File: config.mk
export PLATFORM = sky130hd
export DESIGN_NAME = get_stream_gate_flat
export DESIGN_NICKNAME = d
export VERILOG_FILES = /design/src/rtl/get_pkg.sv /design/src/rtl/get_stream_gate_if.sv /design/src/rtl/get_fifo.sv /design/src/rtl/get_stream_gate.sv /design/src/flat_wrapper.sv
export SDC_FILE = /design/constraint.sdc
export NUM_CORES = 1
export LEC_CHECK = 0
export BUFFER_PORTS_ARGS = -buffer_cell sky130_fd_sc_hd__buf_2
export CAP_MARGIN = 20
export CORE_ASPECT_RATIO = 2
export CORE_MARGIN = 2
export CORE_UTILIZATION = 35
export CTS_CLUSTER_DIAMETER = 50
export DETAILED_ROUTE_END_ITERATION = 8
export SLEW_MARGIN = 20
export SYNTH_ARGS = -nofsm -noshare
export SYNTH_HDL_FRONTEND = slang
export SYNTH_SLANG_ARGS = --single-unit
File: constraint.sdc
create_clock -name clk -period 24.9 [get_ports clk]
set_input_delay 7.47 -clock clk [delete_from_list [all_inputs] [get_ports clk]]
set_output_delay 7.47 -clock clk [all_outputs]
set_load 0.05 [all_outputs]
File: src/rtl/get_pkg.sv
// Shared types and default widths for the get-path stream gate.
package get_pkg;

  localparam int unsigned DEF_DATA_W = 32;
  localparam int unsigned DEF_DEPTH  = 8;
  localparam int unsigned DEF_CNT_W  = 16;

  typedef enum logic [1:0] {
    IDLE,
    RECV,
    FLUSH,
    DONE
  } get_state_t;

endpackage

File: src/rtl/get_stream_gate_if.sv
// Host-side input stream plus core-side beat handshake of the get-path gate.
interface get_stream_gate_if #(
  parameter int unsigned DATA_W = 32
);

  logic              get_valid;
  logic [DATA_W-1:0] get_data;
  logic              get_last;
  logic              get_ready;
  logic              core_ready;
  logic              get_v;
  logic [DATA_W-1:0] get_d;

  // Environment side: drives the upstream beat and the core acceptance.
  modport master (
    output get_valid,
    output get_data,
    output get_last,
    output core_ready,
    input  get_ready,
    input  get_v,
    input  get_d
  );

  // Gate side.
  modport slave (
    input  get_valid,
    input  get_data,
    input  get_last,
    input  core_ready,
    output get_ready,
    output get_v,
    output get_d
  );

endinterface

File: src/rtl/get_fifo.sv
// Synchronous FIFO with extra-MSB pointers and a synchronous pointer clear.
module get_fifo #(
  parameter int unsigned DATA_W = 32,
  parameter int unsigned DEPTH  = 8
) (
  input  logic              clk,
  input  logic              rst,
  input  logic              clr,
  input  logic              push,
  input  logic [DATA_W-1:0] din,
  input  logic              pop,
  output logic [DATA_W-1:0] dout,
  output logic              full,
  output logic              empty
);

  localparam int unsigned AW = $clog2(DEPTH);
  localparam int unsigned PW = AW + 1;

  logic [PW-1:0]     wr_q;
  logic [PW-1:0]     rd_q;
  logic [DATA_W-1:0] mem [DEPTH];
  logic              do_push;
  logic              do_pop;

  assign do_push = push & ~full;
  assign do_pop  = pop & ~empty;

  always_ff @(posedge clk or posedge rst) begin
    if (rst) begin
      wr_q <= '0;
      rd_q <= '0;
      for (int i = 0; i < int'(DEPTH); i++) begin
        mem[i] <= '0;
      end
    end else if (clr) begin
      // Abort: contents are left in place but become unreachable.
      wr_q <= '0;
      rd_q <= '0;
    end else begin
      if (do_push) begin
        mem[wr_q[AW-1:0]] <= din;
        wr_q              <= wr_q + PW'(1);
      end
      if (do_pop) begin
        rd_q <= rd_q + PW'(1);
      end
    end
  end

  assign full  = (wr_q[AW] != rd_q[AW]) && (wr_q[AW-1:0] == rd_q[AW-1:0]);
  assign empty = (wr_q == rd_q);
  assign dout  = mem[rd_q[AW-1:0]];

endmodule

File: src/rtl/get_stream_gate.sv
// Get-path gate: admits a counted host stream while run & ~gen, buffers it, and
// presents it to the core; flags get_last misplacement.
module get_stream_gate
  import get_pkg::*;
#(
  parameter int unsigned DATA_W = DEF_DATA_W,
  parameter int unsigned DEPTH  = DEF_DEPTH,
  parameter int unsigned CNT_W  = DEF_CNT_W
) (
  input  logic             clk,
  input  logic             rst,
  input  logic             run,
  input  logic             gen,
  input  logic [CNT_W-1:0] len,
  get_stream_gate_if.slave bus,
  output logic [CNT_W-1:0] get_cnt,
  output logic             get_done,
  output logic             last_err
);

  get_state_t       state_q, state_d;
  logic [CNT_W-1:0] len_q, len_d;
  logic [CNT_W-1:0] cnt_q, cnt_d;
  logic             err_q, err_d;
  logic [CNT_W-1:0] cnt_inc;
  logic             final_beat;
  logic             full;
  logic             empty;
  logic             accept;
  logic             pop;
  logic             clr;
  logic             active;

  assign active     = (state_q == RECV) || (state_q == FLUSH);
  assign cnt_inc    = cnt_q + CNT_W'(1);
  assign final_beat = (cnt_inc == len_q);

  // Upstream ready never depends on core_ready.
  assign bus.get_ready = (state_q == RECV) & ~full & run & ~gen;
  assign bus.get_v     = ~empty & ~gen & active;
  assign accept        = bus.get_valid & bus.get_ready;
  assign pop           = bus.get_v & bus.core_ready;

  get_fifo #(
    .DATA_W (DATA_W),
    .DEPTH  (DEPTH)
  ) u_fifo (
    .clk   (clk),
    .rst   (rst),
    .clr   (clr),
    .push  (accept),
    .din   (bus.get_data),
    .pop   (pop),
    .dout  (bus.get_d),
    .full  (full),
    .empty (empty)
  );

  always_comb begin
    state_d = state_q;
    len_d   = len_q;
    cnt_d   = cnt_q;
    err_d   = err_q;
    clr     = 1'b0;

    if (accept) begin
      cnt_d = cnt_inc;
      // Marker must appear on exactly the final beat.
      if (bus.get_last != final_beat) begin
        err_d = 1'b1;
      end
    end

    unique case (state_q)
      IDLE: begin
        if (run && !gen) begin
          cnt_d = '0;
          if (len != '0) begin
            state_d = RECV;
            len_d   = len;
            err_d   = 1'b0;
          end else begin
            state_d = DONE;
          end
        end
      end
      RECV: begin
        if (accept && final_beat) begin
          state_d = FLUSH;
        end
      end
      FLUSH: begin
        if (empty && !gen) begin
          state_d = DONE;
        end
      end
      DONE: begin
      end
      default: state_d = IDLE;
    endcase

    // Abort from any busy state; count is kept for software to inspect.
    if (!run && state_q != IDLE) begin
      state_d = IDLE;
      clr     = 1'b1;
    end
  end

  always_ff @(posedge clk or posedge rst) begin
    if (rst) begin
      state_q <= IDLE;
      len_q   <= '0;
      cnt_q   <= '0;
      err_q   <= 1'b0;
    end else begin
      state_q <= state_d;
      len_q   <= len_d;
      cnt_q   <= cnt_d;
      err_q   <= err_d;
    end
  end

  assign get_cnt  = cnt_q;
  assign get_done = (state_q == DONE);
  assign last_err = err_q;

endmodule
File: src/flat_wrapper.sv
// flat-port wrapper written by rule: the top's interface ports become plain ports
module get_stream_gate_flat import get_pkg::*;
#(
  parameter int unsigned DATA_W = DEF_DATA_W,
  parameter int unsigned DEPTH  = DEF_DEPTH,
  parameter int unsigned CNT_W  = DEF_CNT_W
)
  (clk, rst, run, gen, len, get_cnt, get_done, last_err, bus_get_valid, bus_get_data, bus_get_last, bus_core_ready, bus_get_ready, bus_get_v, bus_get_d);
  get_stream_gate_if #(.DATA_W(DATA_W)) bus_i ();
  input  logic clk;
  input  logic rst;
  input  logic run;
  input  logic gen;
  input  logic [CNT_W-1:0] len;
  output logic [CNT_W-1:0] get_cnt;
  output logic get_done;
  output logic last_err;
  input wire logic [$bits(bus_i.get_valid)-1:0] bus_get_valid;
  input wire logic [$bits(bus_i.get_data)-1:0] bus_get_data;
  input wire logic [$bits(bus_i.get_last)-1:0] bus_get_last;
  input wire logic [$bits(bus_i.core_ready)-1:0] bus_core_ready;
  output wire logic [$bits(bus_i.get_ready)-1:0] bus_get_ready;
  output wire logic [$bits(bus_i.get_v)-1:0] bus_get_v;
  output wire logic [$bits(bus_i.get_d)-1:0] bus_get_d;
  assign bus_i.get_valid = bus_get_valid;
  assign bus_i.get_data = bus_get_data;
  assign bus_i.get_last = bus_get_last;
  assign bus_i.core_ready = bus_core_ready;
  assign bus_get_ready = bus_i.get_ready;
  assign bus_get_v = bus_i.get_v;
  assign bus_get_d = bus_i.get_d;
  get_stream_gate #(.DATA_W(DATA_W), .DEPTH(DEPTH), .CNT_W(CNT_W)) u_core (.clk(clk), .rst(rst), .run(run), .gen(gen), .len(len), .bus(bus_i), .get_cnt(get_cnt), .get_done(get_done), .last_err(last_err));
endmodule
# [Word-level counts from Yosys, hierarchy flattened]
# Cells that the tools add are included.
# Widths: inputs -> output; s select.
[op_classes] n_eq_ne=11 n_reduce_logical=18 mux=25 order_cmp=3 add_sub_neg=3 bitwise=15
[op_table] operator="$bwmux 256" n=1
[op_table] operator="$bmux 32 s3" n=1
[op_table] operator="$demux 32 s3" n=1
[op_table] operator="$mux 32" n=3
[op_table] operator="$mux 16" n=3
[op_table] operator="$add 16x1->16 const B" n=1
[op_table] operator="$eq 16x16->1" n=1
[op_table] operator="$mux 4" n=4
[op_table] operator="$reduce_bool 16->1" n=1
[op_table] operator="$mux 2" n=5
[op_table] operator="$and 1x1->1" n=9
[op_table] operator="$add 4x1->4 const B" n=2
[op_table] operator="$ge 4x4->1 const B" n=2
[op_table] operator="$not 3->4" n=2
[op_table] operator="$logic_and 1x1->1" n=6
[op_table] operator="$mux 1" n=6
[op_table] operator="$ne 3x3->1 const B" n=2
[op_table] operator="$pmux 2 s3" n=1
[op_table] operator="$reduce_bool 2->1" n=3
[op_table] operator="$eq 2x2->1 const B" n=2
[op_table] operator="$eq 4x4->1" n=1
[op_table] operator="$lt 4x1->1 const B" n=1
[op_table] operator="$not 1->1" n=4
[op_table] operator="$reduce_and 4->1" n=1
[op_table] operator="10 further kinds" n=12
[word_totals] out_inout_bits=52 input_bits=55 regBits=299

# [Logic depth before layout (Yosys ltp)]
# Gate-level depths: netlist (run 1).
[logic_depth] depth_word=11 mapped_depth=10

# [Cells and area by module]
# From an unflattened synthesis (run 1), not the netlist that was laid out.
[hier_totals] cells_unflattened=943 area_unflattened_um2=14238.7
[modules_own_cells] mod="get_fifo" n_inst=1 area_per_inst_um2=12034.0 cells_each=717
[modules_own_cells] mod="get_stream_gate" n_inst=1 area_per_inst_um2=2204.6 cells_each=226

# [Least setup slack after synthesis (run 1)]
# OpenSTA, ideal clock, no wires.
[synth_timing] path_kind="input -> output" start="in run" end="out bus_get_ready" n_path_buf=0 setup_slack_ns=9.288 arrival_ns=8.142 stages=2 cell_sequence="nor2b_1 > and3_1"
[synth_via] elab_chain_len=2
[synth_rtl] item="start, declared" line="flat_wrapper.sv:12" rtl="input logic run;"
[synth_rtl] item="$and 1x1->1 (2 in a row)" line="get_stream_gate.sv:39" rtl="assign bus.get_ready = (state_q == RECV) & ~full & run & ~gen;"
[synth_rtl] item="end, declared" line="flat_wrapper.sv:22" rtl="output wire logic [$bits(bus_i.get_ready)-1:0] bus_get_ready;"
# Every way passes these cells.

# [Worst setup path after layout (run 1)]
# Ends and elaborated chain as after synthesis.

==> reports/results.env, run 1 <==
CLOCK_TREE_ROOT='sky130_fd_sc_hd__clkbuf_16'
TOTALNEGATIVESETUPSLACK_PS=0
MINIMUM_CLOCK_PERIOD_PS=15810
VIAS_PER_CELL=5.18
GP_CONGESTION=0.802
FINALHOLDVIOLATIONS=0
POST_DP_CELL_AREA_UM2=15100
NUMPLACEDINSTANCES=1524
ANTENNA_DIODE_COUNT=0
WORSTPATHBUFFERINVERTERCOUNT=2
MAXCLOCKFREQUENCY_MHz=63.3
DATA_ARRIVAL_TIME_OF_THE_CRITICAL_PATH_PS=8340
REG_TO_REG_CRITICAL_PATH_STARTPOINT='u_core.u_fifo.rd_q[1]$_DFFE_PP0P_'
ANTENNA_FOUND_INITIAL=4
WORST_HOLD_PATH.ENDPOINT='u_core.u_fifo.mem[61]$_DFFE_PP0P_'
INITIAL_UTIL_PCT=35.3
WORST_MIN_DELAY_PATH_CATEGORY='reg2reg'
TIGHTEST_SLEW_PS=1100
HOLD_SLACK_PS=487
POWER_DENSITY_nW_PER_UM2=95.5
TIMING.CRITICAL_PATH.SLOWEST_STAGE_CELL='sky130_fd_sc_hd__buf_2'
LARGEST_VOLTAGE_DROP_ON_THE_VDD_NET_V=0.0000685
TIMING.CRITICAL_PATH.CELLS='buf_2, nor2b_1, and3_1, buf_2'
SYNTH_ENABLE_FLOP_CELLS=0
PERIOD_SHARE_PCT=63.5
CRIT_PATH_END_KIND='output pin'
SYNTH.NET_COUNT=1000
DRIVE_GT1_SHARE_PCT=53.0
WORSTREG2REGEND='u_core.u_fifo.mem[29]$_DFFE_PP0P_'
POST_LAYOUT_NONFILLER_INSTANCES=1578
DP.FINAL_HPWL_UM=19300
DR.PASS1.ITERS=4
CLOCK_LATENCY_PS=580
CRITICALPATHCATEGORY='in2out'
GR-USAGE-MET2_PCT=27.4
COREAREA_UM2=39900
NUMBER_OF_DRC_VIOLATIONS_AFTER_DETAILED_ROUTING=0
INITIALDRTVIOLATIONCOUNT=325
MET1_USAGE_PCT=19.0
TOP_AREA_CELL_TYPE_SHARE_OF_THE_NETLIST_AREA_PCT=53.0
SYNTHESIS.YOSYS.WARNINGS=0
REGTOREGSETUPSLACK_PS=20490
POSTROUTEANTENNANETS=0
CTS.REPAIR_TIMING.SETUP_BUFFER_COUNT=0
GROUTE.USAGE.OVERALL_PCT=15.4
CPPEAKSTAGEDELAY_PS=270
CTS.PATH.MAX_BUFFERS=3
REG2REG_DEPTH=8
CTS_TREE='done'
SYNTH_FF_TYPE='sky130_fd_sc_hd__dfrtp_1'
MAXIMUM_NUMBER_OF_PINS_ON_ONE_NET_BEFORE_GLOBAL_ROUTE_REPAIR=154
FLOORPLAN.ROWS=104
GLOBAL_ROUTE.USAGE.MET3_PCT=2.87
MAX-CAP-VIOLATIONS=0
BOUNDARYPINS=107
TOTAL_LEAKAGE_POWER_nW=7.66
FLIP_FLOP_AND_LATCH_COUNT_AFTER_SYNTHESIS=299
SYNTH_AREA_LEADERS='sky130_fd_sc_hd__dfrtp_1 53%, sky130_fd_sc_hd__mux2_2 24%, sky130_fd_sc_hd__mux4_2 10%, sky130_fd_sc_hd__xor2_1 1.4%, sky130_fd_sc_hd__buf_2 1.3%'
ASYNCSETRESETFLOPFRACSYNTH_PCT=100
MAX-SLEW-MARGIN-REL_PCT=26.7
GRT_SETUP_UNREPAIRED='false'
SYN2LAYOUT_AREA_GROWTH_PCT=14.5
MIN-DELAY-START='u_core.u_fifo.mem[61]$_DFFE_PP0P_'
FINAL_CELL_AREA_UM2=16200
CRITPATHMOSTFREQUENTCELL='sky130_fd_sc_hd__buf_2'
CTS_BUFFERS=29
TOP_USAGE_LAYER='met2'
POST_SYNTH_NUM_CELL_TYPES=51
TRITONCTS_NUM_SINKS=299
PLACEMENT.IO_BUFFERS=106
CLKTRANSATPATHREGS_PS=60
PATH_DELAY_FAMILY='simple AND/OR/NAND/NOR gates'
SLEW_VIOLATIONS=0
SEQ_AREA_FRAC_SYNTH_PCT=53.0
DIE-AREA_UM2=42000
STATUS='completed'
DR_TOTAL_VIAS=8181
CTS_HOLD_BUF=0
MIN_PATH_CELLS=1
COMBINED_AREA_OF_ALL_SYNTHESIZED_CELLS_UM2=14100
CRITPATHREQUIREDTIME_PS=17430
WL_PER_CELL_UM=20.2
FINALNETCOUNT=1087
NUMBER_OF_GLOBAL_ROUTE_VIAS_BEFORE_REPAIR=8889
SYNTH_TOP_AREA_CELL='sky130_fd_sc_hd__dfrtp_1'
MEAN_POST_SYNTH_CELL_AREA_UM2=15.0
CLOCK_SKEW_PS=15.0
CTS-RESIZED-GATES=0
DIE-WIDTH_UM=146
SYNTHCELLS=938
DIEHEIGHT_UM=288
CRIT_PATH_START_KIND='input port'
CRITICAL_PATH_PEAK_FANOUT=5
GLOBALROUTE.TOTALOVERFLOW=0
HTREE_LEVELS=1
GRT_PASS1_WL_UM=51300
DRT-TOTAL-WL_UM=31900
SETUP_VIOLATIONS=0
==> registers in the layout, indices dropped and copies added, names as in the netlist <==
name and cells:
u_core.u_fifo.mem 256, u_core.u_fifo.rd_q 4, u_core.get_cnt 16, u_core.last_err 1
u_core.u_fifo.wr_q 4, u_core.state_q 2, u_core.len_q 16
==> synth_stat cells (3+ instances only) <==
library cell	n
sky130_fd_sc_hd__and2_1	5
sky130_fd_sc_hd__dfrtp_1	299
sky130_fd_sc_hd__ha_1	7
sky130_fd_sc_hd__nor2_1	29
sky130_fd_sc_hd__buf_1	3
sky130_fd_sc_hd__mux2i_1	3
sky130_fd_sc_hd__buf_2	37
sky130_fd_sc_hd__mux2_2	301
sky130_fd_sc_hd__mux2_1	3
sky130_fd_sc_hd__xnor2_1	20
sky130_fd_sc_hd__and4_1	3
sky130_fd_sc_hd__inv_1	5
sky130_fd_sc_hd__nand3_1	10
sky130_fd_sc_hd__and3_1	7
sky130_fd_sc_hd__nand2_1	19
sky130_fd_sc_hd__clkbuf_1	18
sky130_fd_sc_hd__nand4_1	15
sky130_fd_sc_hd__o21ai_0	7
sky130_fd_sc_hd__xor2_1	22
sky130_fd_sc_hd__mux4_2	64
sky130_fd_sc_hd__nor4_1	8
sky130_fd_sc_hd__a21oi_1	3
sky130_fd_sc_hd__a31oi_1	4
sky130_fd_sc_hd__nor3_1	4
sky130_fd_sc_hd__nor2b_1	5
==> where the power goes <==
| group | internal, mW | switching (mW) | leakage, nW |
|---|---|---|---|
| sequential | 0.549 | 0.0513 | 4.06 |
| clock | 0.272 | 0.194 | 0.500 |
| combinational | 0.194 | 0.282 | 3.10 |
==> cells by family after synthesis <==
logic type | share of synthesized area, %
muxes | 34.7
DFF | 53.0
and+or+nand+nor | 5.18
buffers and inverters | 2.25
xor gates and xnor gates | 2.61
AOI/OAI and AO/OA | 1.61
adders and majority gates | 0.621
==> worst max-delay path by stage <==
stage / end / slack (ps) / start / depth (start not counted)
after floorplan: u_core.get_cnt[0]$_DFF_PP0_ / 9170 / rst / 1
after global placement: bus_get_ready / 9180 / run / 4
after detailed placement: bus_get_ready / 9120 / run / 4
after CTS: bus_get_ready / 9110 / run / 4
after global routing: bus_get_ready / 9070 / run / 4
final: bus_get_ready / 9090 / run / 4
==> through the flow <==
step / worst slack, ps / power, mW / util, %
2_1_floorplan: 9170 / 0.980 / -
3_3_place_gp: 9180 / 1.08 / 37.9
3_5_place_dp: 9120 / 1.09 / 37.9
4_1_cts: 9110 / 1.57 / 40.4
5_1_grt: 9070 / 1.62 / 40.4
6_report: 9090 / 1.54 / 40.4
==> cells in the final DEF, fill, tap and decap left out, types with 4 or more instances in the layout <==
master                      count
sky130_fd_sc_hd__clkbuf_8       5
sky130_fd_sc_hd__buf_4         10
sky130_fd_sc_hd__a31oi_1        4
sky130_fd_sc_hd__dfrtp_1      296
sky130_fd_sc_hd__xnor2_1       20
sky130_fd_sc_hd__nand4_1       15
sky130_fd_sc_hd__nor2_1        29
sky130_fd_sc_hd__ha_1           7
sky130_fd_sc_hd__nand3_1        8
sky130_fd_sc_hd__buf_2        106
sky130_fd_sc_hd__nand2_1       18
sky130_fd_sc_hd__mux2_2       301
sky130_fd_sc_hd__nor2b_1        5
sky130_fd_sc_hd__mux4_2        64
sky130_fd_sc_hd__clkbuf_16     29
sky130_fd_sc_hd__clkinv_2       7
sky130_fd_sc_hd__inv_1          4
sky130_fd_sc_hd__and2_1         5
sky130_fd_sc_hd__xor2_1        22
sky130_fd_sc_hd__bufinv_16      4
sky130_fd_sc_hd__o21ai_0        7
sky130_fd_sc_hd__and3_1         7
sky130_fd_sc_hd__nor4_1         8
==> metal layers <==
metal	up-vias	wire length (um)
met3	57	1450
li1	3645	-
met4	8	827
met2	160	16300
met1	4311	13200
met5	-	49
==> layout make-up <==
cell class | count | area, um^2
timing repair buffer | 118 | 628
clock buffer | 37 | 806
clock inverter | 17 | 215
multi-input combinational | 572 | 6330
fill | 3705 | 23800
tap | 530 | 663
sequential | 299 | 7490
inverter | 5 | 31.3
Note: power is estimated with default switching activity, not from simulation.
==> run 2: changes to the inputs <==
==> constraint.sdc (replaced) <==
create_clock -name clk -period 14.6 [get_ports clk]
set_input_delay 4.38 -clock clk [delete_from_list [all_inputs] [get_ports clk]]
set_output_delay 4.38 -clock clk [all_outputs]
set_load 0.05 [all_outputs]
==> run 2 against run 1 <==
Net effect:
- hold slack better by 4.4 ps
- clock power up 77%
- utilization is 0.19 points higher
- clock-buffer cell count is 7 higher
- register-to-register slack worse by 10000 ps
- final area up 0.47%
- critical path type unchanged
- largest cell class unchanged
- largest power group unchanged
==> reports/results.env, run 2 (same netlist as run 1, synthesis figures left out) <==
CRITICALPATHCATEGORY='in2out'  # unchanged
REG2REG_DEPTH=8  # unchanged
POSTROUTEANTENNANETS=0  # unchanged
CLOCK_TREE_ROOT='sky130_fd_sc_hd__clkbuf_16'  # unchanged
CRITPATHREQUIREDTIME_PS=10220  # was 17,430 ps
FF_LATCH_AREA_UM2=7490  # unchanged
HTREE_LEVELS=1  # unchanged
MIN_PATH_CELLS=1  # unchanged
SYN2LAYOUT_AREA_GROWTH_PCT=15.1  # was 14.5%
TIMING.CRITICAL_PATH.SLOWEST_STAGE_CELL='sky130_fd_sc_hd__buf_2'  # unchanged
ANTENNA_DIODE_COUNT=0  # unchanged
CPPEAKSTAGEDELAY_PS=260  # was 270 ps
CRITICAL_PATH_PEAK_FANOUT=5  # unchanged
INITIAL_UTIL_PCT=35.3  # unchanged
MOSTFREQUENTLAYOUTCELL='sky130_fd_sc_hd__mux2_2'  # unchanged
DR.PASS1.ITERS=5  # was 4
DIE-WIDTH_UM=146  # unchanged
CRIT_PATH_START_KIND='input port'  # unchanged
LARGEST_REGISTER_FFS=256  # unchanged
LAYOUT_SETUP_WS_PS=5020  # was 9090 ps
TIGHTEST_SLEW_PS=1130  # was 1100 ps
DESIGN_POWER_TOTAL_mW=2.66  # was 1.54 mW
SLEW_VIOLATIONS=0  # unchanged
CTS_HOLD_BUF=0  # unchanged
GLOBALROUTE.TOTALOVERFLOW=0  # unchanged
GRT_SETUP_UNREPAIRED='false'  # unchanged
POST_DP_CELL_AREA_UM2=15100  # about the same
PLACEMENT.IO_BUFFERS=106  # unchanged
FINALNETCOUNT=1088  # was 1,087
TOTAL_LEAKAGE_POWER_nW=7.71  # was 7.66 nW
WORST_MIN_DELAY_PATH_CATEGORY='reg2reg'  # unchanged
VIAS_PER_CELL=5.21  # was 5.18
LARGEST_VOLTAGE_DROP_ON_THE_VDD_NET_V=0.000108  # was 0.0000685 V
CRIT_PATH_END_KIND='output pin'  # unchanged
CTS-RESIZED-GATES=0  # unchanged
WL_PER_CELL_UM=20.1  # was 20.2 um
CTS.PATH.MAX_BUFFERS=3  # unchanged
CLOCK_LATENCY_PS=570  # was 580 ps
DIE-AREA_UM2=42000  # unchanged
TOTALNEGATIVESETUPSLACK_PS=0  # unchanged
NUMBER_OF_DRC_VIOLATIONS_AFTER_DETAILED_ROUTING=0  # unchanged
ANTENNA_FOUND_INITIAL=3  # was 4
GRT_PASS1_WL_UM=51100  # was 51,300 um
CTS.REPAIR_TIMING.SETUP_BUFFER_COUNT=0  # unchanged
POST_LAYOUT_NONFILLER_INSTANCES=1580  # was 1,578
FILLERINSTANCES=3705  # unchanged
FINALHOLDVIOLATIONS=0  # unchanged
DR_TOTAL_VIAS=8230  # was 8,181
INITIALDRTVIOLATIONCOUNT=309  # was 325
MAX-CAP-VIOLATIONS=0  # unchanged
MAXCLOCKFREQUENCY_MHz=104
CRITPATHMOSTFREQUENTCELL='sky130_fd_sc_hd__buf_2'  # unchanged
DATA_ARRIVAL_TIME_OF_THE_CRITICAL_PATH_PS=5200  # was 8340 ps
PLACE_WS_PS=5020  # was 9120 ps
DP.FINAL_HPWL_UM=19300  # about the same
POWER_DENSITY_nW_PER_UM2=164  # was 95.5 nW/um^2
LAYOUT_COMMON_CELLS='301 x sky130_fd_sc_hd__mux2_2, 296 x sky130_fd_sc_hd__dfrtp_1, 106 x sky130_fd_sc_hd__buf_2'  # unchanged
MAXIMUM_NUMBER_OF_PINS_ON_ONE_NET_BEFORE_GLOBAL_ROUTE_REPAIR=186  # was 154
COREAREA_UM2=39900  # unchanged
SETUP_VIOLATIONS=0  # unchanged
DRT-TOTAL-WL_UM=31800  # was 31,900 um
STATUS='completed'  # unchanged
MINIMUM_CLOCK_PERIOD_PS=9580
GP_CONGESTION=0.821  # was 0.802
CLOCK_SKEW_PS=21.4  # was 15.0 ps
TIMING.CRITICAL_PATH.CELLS='buf_2, nor2b_1, and3_1, buf_2'  # unchanged
CTS_BUFFERS=30  # was 29
TRITONCTS_NUM_SINKS=299  # unchanged
POSTLAYOUTCOREUTIL_PCT=40.6  # was 40.4%
HOLD_SLACK_PS=491  # was 487 ps
NUMPLACEDINSTANCES=1523  # was 1,524
MIN-DELAY-START='u_core.u_fifo.mem[61]$_DFFE_PP0P_'  # unchanged
MULTI_INPUT_AREA_UM2=6330  # unchanged
DIEHEIGHT_UM=288  # unchanged
FINAL_CELL_AREA_UM2=16200  # about the same
PERIOD_SHARE_PCT=65.6
TIMING.CRITICAL_PATH.FROM='run'  # unchanged
CLKTRANSATPATHREGS_PS=70  # was 60 ps
DRIVE_GT1_SHARE_PCT=53.0  # about the same
GROUTE.USAGE.OVERALL_PCT=15.3  # was 15.4%
FLOORPLAN.ROWS=104  # unchanged
MAX_FLOP_REGISTER='u_core.u_fifo.mem'  # unchanged
CTS_TREE='done'  # unchanged
MAX-SLEW-MARGIN-REL_PCT=24.4  # was 26.7%
REG_TO_REG_CRITICAL_PATH_STARTPOINT='u_core.u_fifo.rd_q[0]$_DFFE_PP0P_'  # was u_core.u_fifo.rd_q[1]$_DFFE_PP0P_
NUMBER_OF_GLOBAL_ROUTE_VIAS_BEFORE_REPAIR=8799  # was 8,889
BOUNDARYPINS=107  # unchanged
[run 2: changes by cell type in the layout (fill, tap and decap cells not counted), moves of 2 or more]
cell                         before  now
sky130_fd_sc_hd__buf_6            2    0
sky130_fd_sc_hd__clkbuf_8         5   11
sky130_fd_sc_hd__clkinvlp_4       3    1
sky130_fd_sc_hd__clkinv_2         7    3
[run 2: final cells by class]
type / count / area share [%]
multi-input combinational: 572 / 39.0
tap: 530 / 4.08
clock inverter: 12 / 1.01
inverter: 5 / 0.162
sequential: 299 / 46.1
timing repair buffer: 118 / 4.02
clock buffer: 44 / 5.63
[run 2: worst max-delay path: cells and delay by family]
kind / cells / cell delay [ps]
simple gates: 2 / 430
buf+inv: 2 / 390
[run 2: where the power goes]
group          internal, mW  total [mW]  switching (mW)
sequential            0.936        1.03          0.0913
clock                 0.489       0.824           0.335
combinational         0.331       0.811           0.479
total                  1.76        2.66           0.906
[run 2: final timing paths]
kind	end	slack (ps)
setup / recovery	bus_get_ready	5020
hold / removal	u_core.u_fifo.mem[61]$_DFFE_PP0P_	490
setup reg to reg	u_core.u_fifo.mem[1]$_DFFE_PP0P_	10120
hold reg to reg	u_core.u_fifo.mem[61]$_DFFE_PP0P_	490
max in group asynchronous	u_core.u_fifo.mem[143]$_DFFE_PP0P_	9190
min in group asynchronous	u_core.u_fifo.mem[97]$_DFFE_PP0P_	3950
[run 2: per-layer routing]
layer / GRT usage [%] / routed length, um / vias to the layer above
met3: 2.87 / 1440 / 52
li1: - / - / 3658
met5: 0 / 29 / -
met1: 19.5 / 13600 / 4349
met2: 26.2 / 15900 / 165
met4: 4.95 / 838 / 6
==> run 3: changes to the inputs <==
==> constraint.sdc (replaced) <==
create_clock -name clk -period 9 [get_ports clk]
set_input_delay 2.7 -clock clk [delete_from_list [all_inputs] [get_ports clk]]
set_output_delay 2.7 -clock clk [all_outputs]
set_load 0.05 [all_outputs]
==> run 3 against run 2 <==
Net effect:
- final cell count is 0.13% lower
- register-to-register slack worse by 5200 ps
- critical path depth stayed put
- sequential share of layout area is 0.24 points higher
- die area stayed put
- setup slack worse by 2300 ps
- clock-buffer cell count stayed put
- wire length is 0.29% lower
- largest cell class unchanged
==> reports/results.env, run 3 (same netlist as run 1, synthesis figures left out) <==
SYN2LAYOUT_AREA_GROWTH_PCT=14.5  # was 15.1%
DR_WL_MET2_UM=16800  # was 15,900 um
SLEW_VIOLATIONS=0  # unchanged
DATA_ARRIVAL_TIME_OF_THE_CRITICAL_PATH_PS=3540  # was 5200 ps
NUMBER_OF_DRC_VIOLATIONS_AFTER_DETAILED_ROUTING=0  # unchanged
CRIT_PATH_END_KIND='output pin'  # unchanged
TIMING.CRITICAL_PATH.CELLS='buf_2, nor2b_1, and3_1, buf_2'  # unchanged
CTS-RESIZED-GATES=0  # unchanged
CRITPATHREQUIREDTIME_PS=6300  # was 10,220 ps
DIEHEIGHT_UM=288  # unchanged
DIE-AREA_UM2=42000  # unchanged
DR.PASS1.ITERS=6  # was 5
MOSTFREQUENTLAYOUTCELL='sky130_fd_sc_hd__mux2_2'  # unchanged
MAXCLOCKFREQUENCY_MHz=160
GROUTE.USAGE.OVERALL_PCT=15.2  # was 15.3%
POSTROUTEANTENNANETS=0  # unchanged
CRIT_PATH_START_KIND='input port'  # unchanged
CLOCK_LATENCY_PS=580  # was 570 ps
FINALHOLDVIOLATIONS=0  # unchanged
VIAS_PER_CELL=5.20  # was 5.21
DP.FINAL_HPWL_UM=19500  # was 19,300 um
CTS.REPAIR_TIMING.SETUP_BUFFER_COUNT=0  # unchanged
DRIVE_GT1_SHARE_PCT=52.5  # was 53.0%
INITIALDRTVIOLATIONCOUNT=377  # was 309
PLACEMENT.IO_BUFFERS=106  # unchanged
MIN-DELAY-START='u_core.u_fifo.mem[57]$_DFFE_PP0P_'  # was u_core.u_fifo.mem[61]$_DFFE_PP0P_
GRT_SETUP_UNREPAIRED='false'  # unchanged
SETUP.WORST_PATH.END='bus_get_ready'  # unchanged
CTS_BUFFERS=30  # unchanged
GRT_PASS1_WL_UM=51100  # about the same
PATH_DELAY_FAMILY='simple AND/OR/NAND/NOR gates'  # unchanged
BOUNDARYPINS=107  # unchanged
TIMING.CRITICAL_PATH.SLOWEST_STAGE_CELL='sky130_fd_sc_hd__buf_2'  # unchanged
POST_LAYOUT_NONFILLER_INSTANCES=1578  # was 1,580
POWER_DENSITY_nW_PER_UM2=264  # was 164 nW/um^2
TOTAL_LEAKAGE_POWER_nW=7.65  # was 7.71 nW
MAX-CAP-VIOLATIONS=0  # unchanged
WORST_MIN_DELAY_PATH_CATEGORY='reg2reg'  # unchanged
WORSTREG2REGEND='u_core.u_fifo.mem[120]$_DFFE_PP0P_'  # was u_core.u_fifo.mem[1]$_DFFE_PP0P_
CTS_HOLD_BUF=0  # unchanged
HTREE_LEVELS=1  # unchanged
FLOORPLAN.ROWS=104  # unchanged
ANTENNA_FOUND_INITIAL=4  # was 3
WL_PER_CELL_UM=20.1  # about the same
LARGEST_VOLTAGE_DROP_ON_THE_VDD_NET_V=0.000160  # was 0.000108 V
METAL_1_WL_UM=12700  # was 13,600 um
TOTALNEGATIVESETUPSLACK_PS=0  # unchanged
MINIMUM_CLOCK_PERIOD_PS=6240
WORSTPATHBUFFERINVERTERCOUNT=2  # unchanged
CRITPATHMOSTFREQUENTCELL='sky130_fd_sc_hd__buf_2'  # unchanged
MAXIMUM_NUMBER_OF_PINS_ON_ONE_NET_BEFORE_GLOBAL_ROUTE_REPAIR=156  # was 186
GLOBALROUTE.TOTALOVERFLOW=0  # unchanged
INITIAL_UTIL_PCT=35.3  # unchanged
CRITICAL_PATH_DEPTH=4  # unchanged
LAYOUT_COMMON_CELLS='301 x sky130_fd_sc_hd__mux2_2, 296 x sky130_fd_sc_hd__dfrtp_1, 106 x sky130_fd_sc_hd__buf_2'  # unchanged
DR_TOTAL_VIAS=8212  # was 8,230
CRITICALPATHCATEGORY='in2out'  # unchanged
ANTENNA_DIODE_COUNT=0  # unchanged
TRITONCTS_NUM_SINKS=299  # unchanged
SETUP_VIOLATIONS=0  # unchanged
DIE-WIDTH_UM=146  # unchanged
GP_CONGESTION=0.836  # was 0.821
ROUTE.MET3.WL_UM=1550  # was 1440 um
STATUS='completed'  # unchanged
PERIOD_SHARE_PCT=69.3
NUMPLACEDINSTANCES=1524  # was 1,523
CLOCK_TREE_ROOT='sky130_fd_sc_hd__clkbuf_16'  # unchanged
CPPEAKSTAGEDELAY_PS=270  # was 260 ps
CLKTRANSATPATHREGS_PS=60  # was 70 ps
MAX_FLOP_REGISTER='u_core.u_fifo.mem'  # unchanged
REGTOREGSETUPSLACK_PS=4940  # was 10,120 ps
CLOCK_SKEW_PS=15.5  # was 21.4 ps
TIMING.CRITICAL_PATH.FROM='run'  # unchanged
CTS.PATH.MAX_BUFFERS=3  # unchanged
CRITICAL_PATH_PEAK_FANOUT=5  # unchanged
REG_TO_REG_CRITICAL_PATH_STARTPOINT='u_core.u_fifo.rd_q[1]$_DFFE_PP0P_'  # was u_core.u_fifo.rd_q[0]$_DFFE_PP0P_
DRT-TOTAL-WL_UM=31700  # was 31,800 um
CTS_TREE='done'  # unchanged
COREAREA_UM2=39900  # unchanged
TIGHTEST_SLEW_PS=1120  # was 1130 ps
REG2REG_DEPTH=7  # was 8
MAX-SLEW-MARGIN-REL_PCT=25.6  # was 24.4%
LARGEST_REGISTER_FFS=256  # unchanged
FINALNETCOUNT=1088  # unchanged
TOP_LAYER_USED='met5'  # unchanged
NUMBER_OF_GLOBAL_ROUTE_VIAS_BEFORE_REPAIR=9019  # was 8,799
[run 3: stage by stage]
step / setup slack (ps) / power [mW] / utilization (%) / hold slack (ps) / instance area [um^2]
2_1_floorplan: 2330 / 2.71 / - / 459 / 14100
5_1_grt: 2690 / 4.47 / 40.4 / 512 / 16200
3_5_place_dp: 2780 / 3.03 / 37.9 / 479 / 15100
6_report: 2760 / 4.26 / 40.4 / 488 / 16200
4_1_cts: 2760 / 4.33 / 40.4 / 493 / 16200
3_3_place_gp: 2810 / 2.99 / 37.9 / 468 / 15100
[run 3: how the worst min path moves through the flow]
stage	to	cells past startpoint
3_3_place_gp	u_core.u_fifo.mem[58]$_DFFE_PP0P_	1
2_1_floorplan	u_core.u_fifo.mem[57]$_DFFE_PP0P_	1
4_1_cts	u_core.u_fifo.mem[57]$_DFFE_PP0P_	1
3_5_place_dp	u_core.u_fifo.mem[57]$_DFFE_PP0P_	1
5_1_grt	u_core.u_fifo.mem[17]$_DFFE_PP0P_	1
6_report	u_core.u_fifo.mem[57]$_DFFE_PP0P_	1
[run 3: layout make-up]
| cell class | instances | area (um^2) |
|---|---|---|
| Clock inverter | 10 | 153 |
| Inverter | 5 | 22.5 |
| Tap cell | 530 | 663 |
| Fill cell | 3696 | 23800 |
| Multi-Input combinational cell | 572 | 6330 |
| Sequential cell | 299 | 7490 |
| Clock buffer | 44 | 863 |
| Timing Repair Buffer | 118 | 637 |
[run 3: report_power, final]
part	total [mW]	switching, mW	internal [mW]
clock network	1.27	0.524	0.750
logic	1.29	0.754	0.537
registers	1.70	0.178	1.52
total	4.26	1.45	2.81
[run 3: worst register-to-register path: cells and delay by family, from the launching register on]
family                 cells  cell delay (ps)
buffers and inverters      1              570
multiplexers               1              330
AND/OR/NAND/NOR            4             1660
XOR/XNOR                   1              220
flip-flops                 1             1170
[run 3: layer usage]
metal	GRT usage, %	up-vias
li1	-	3643
met1	18.2	4352
met2	28.0	163
met3	2.88	46
met4	4.17	8
met5	0	-
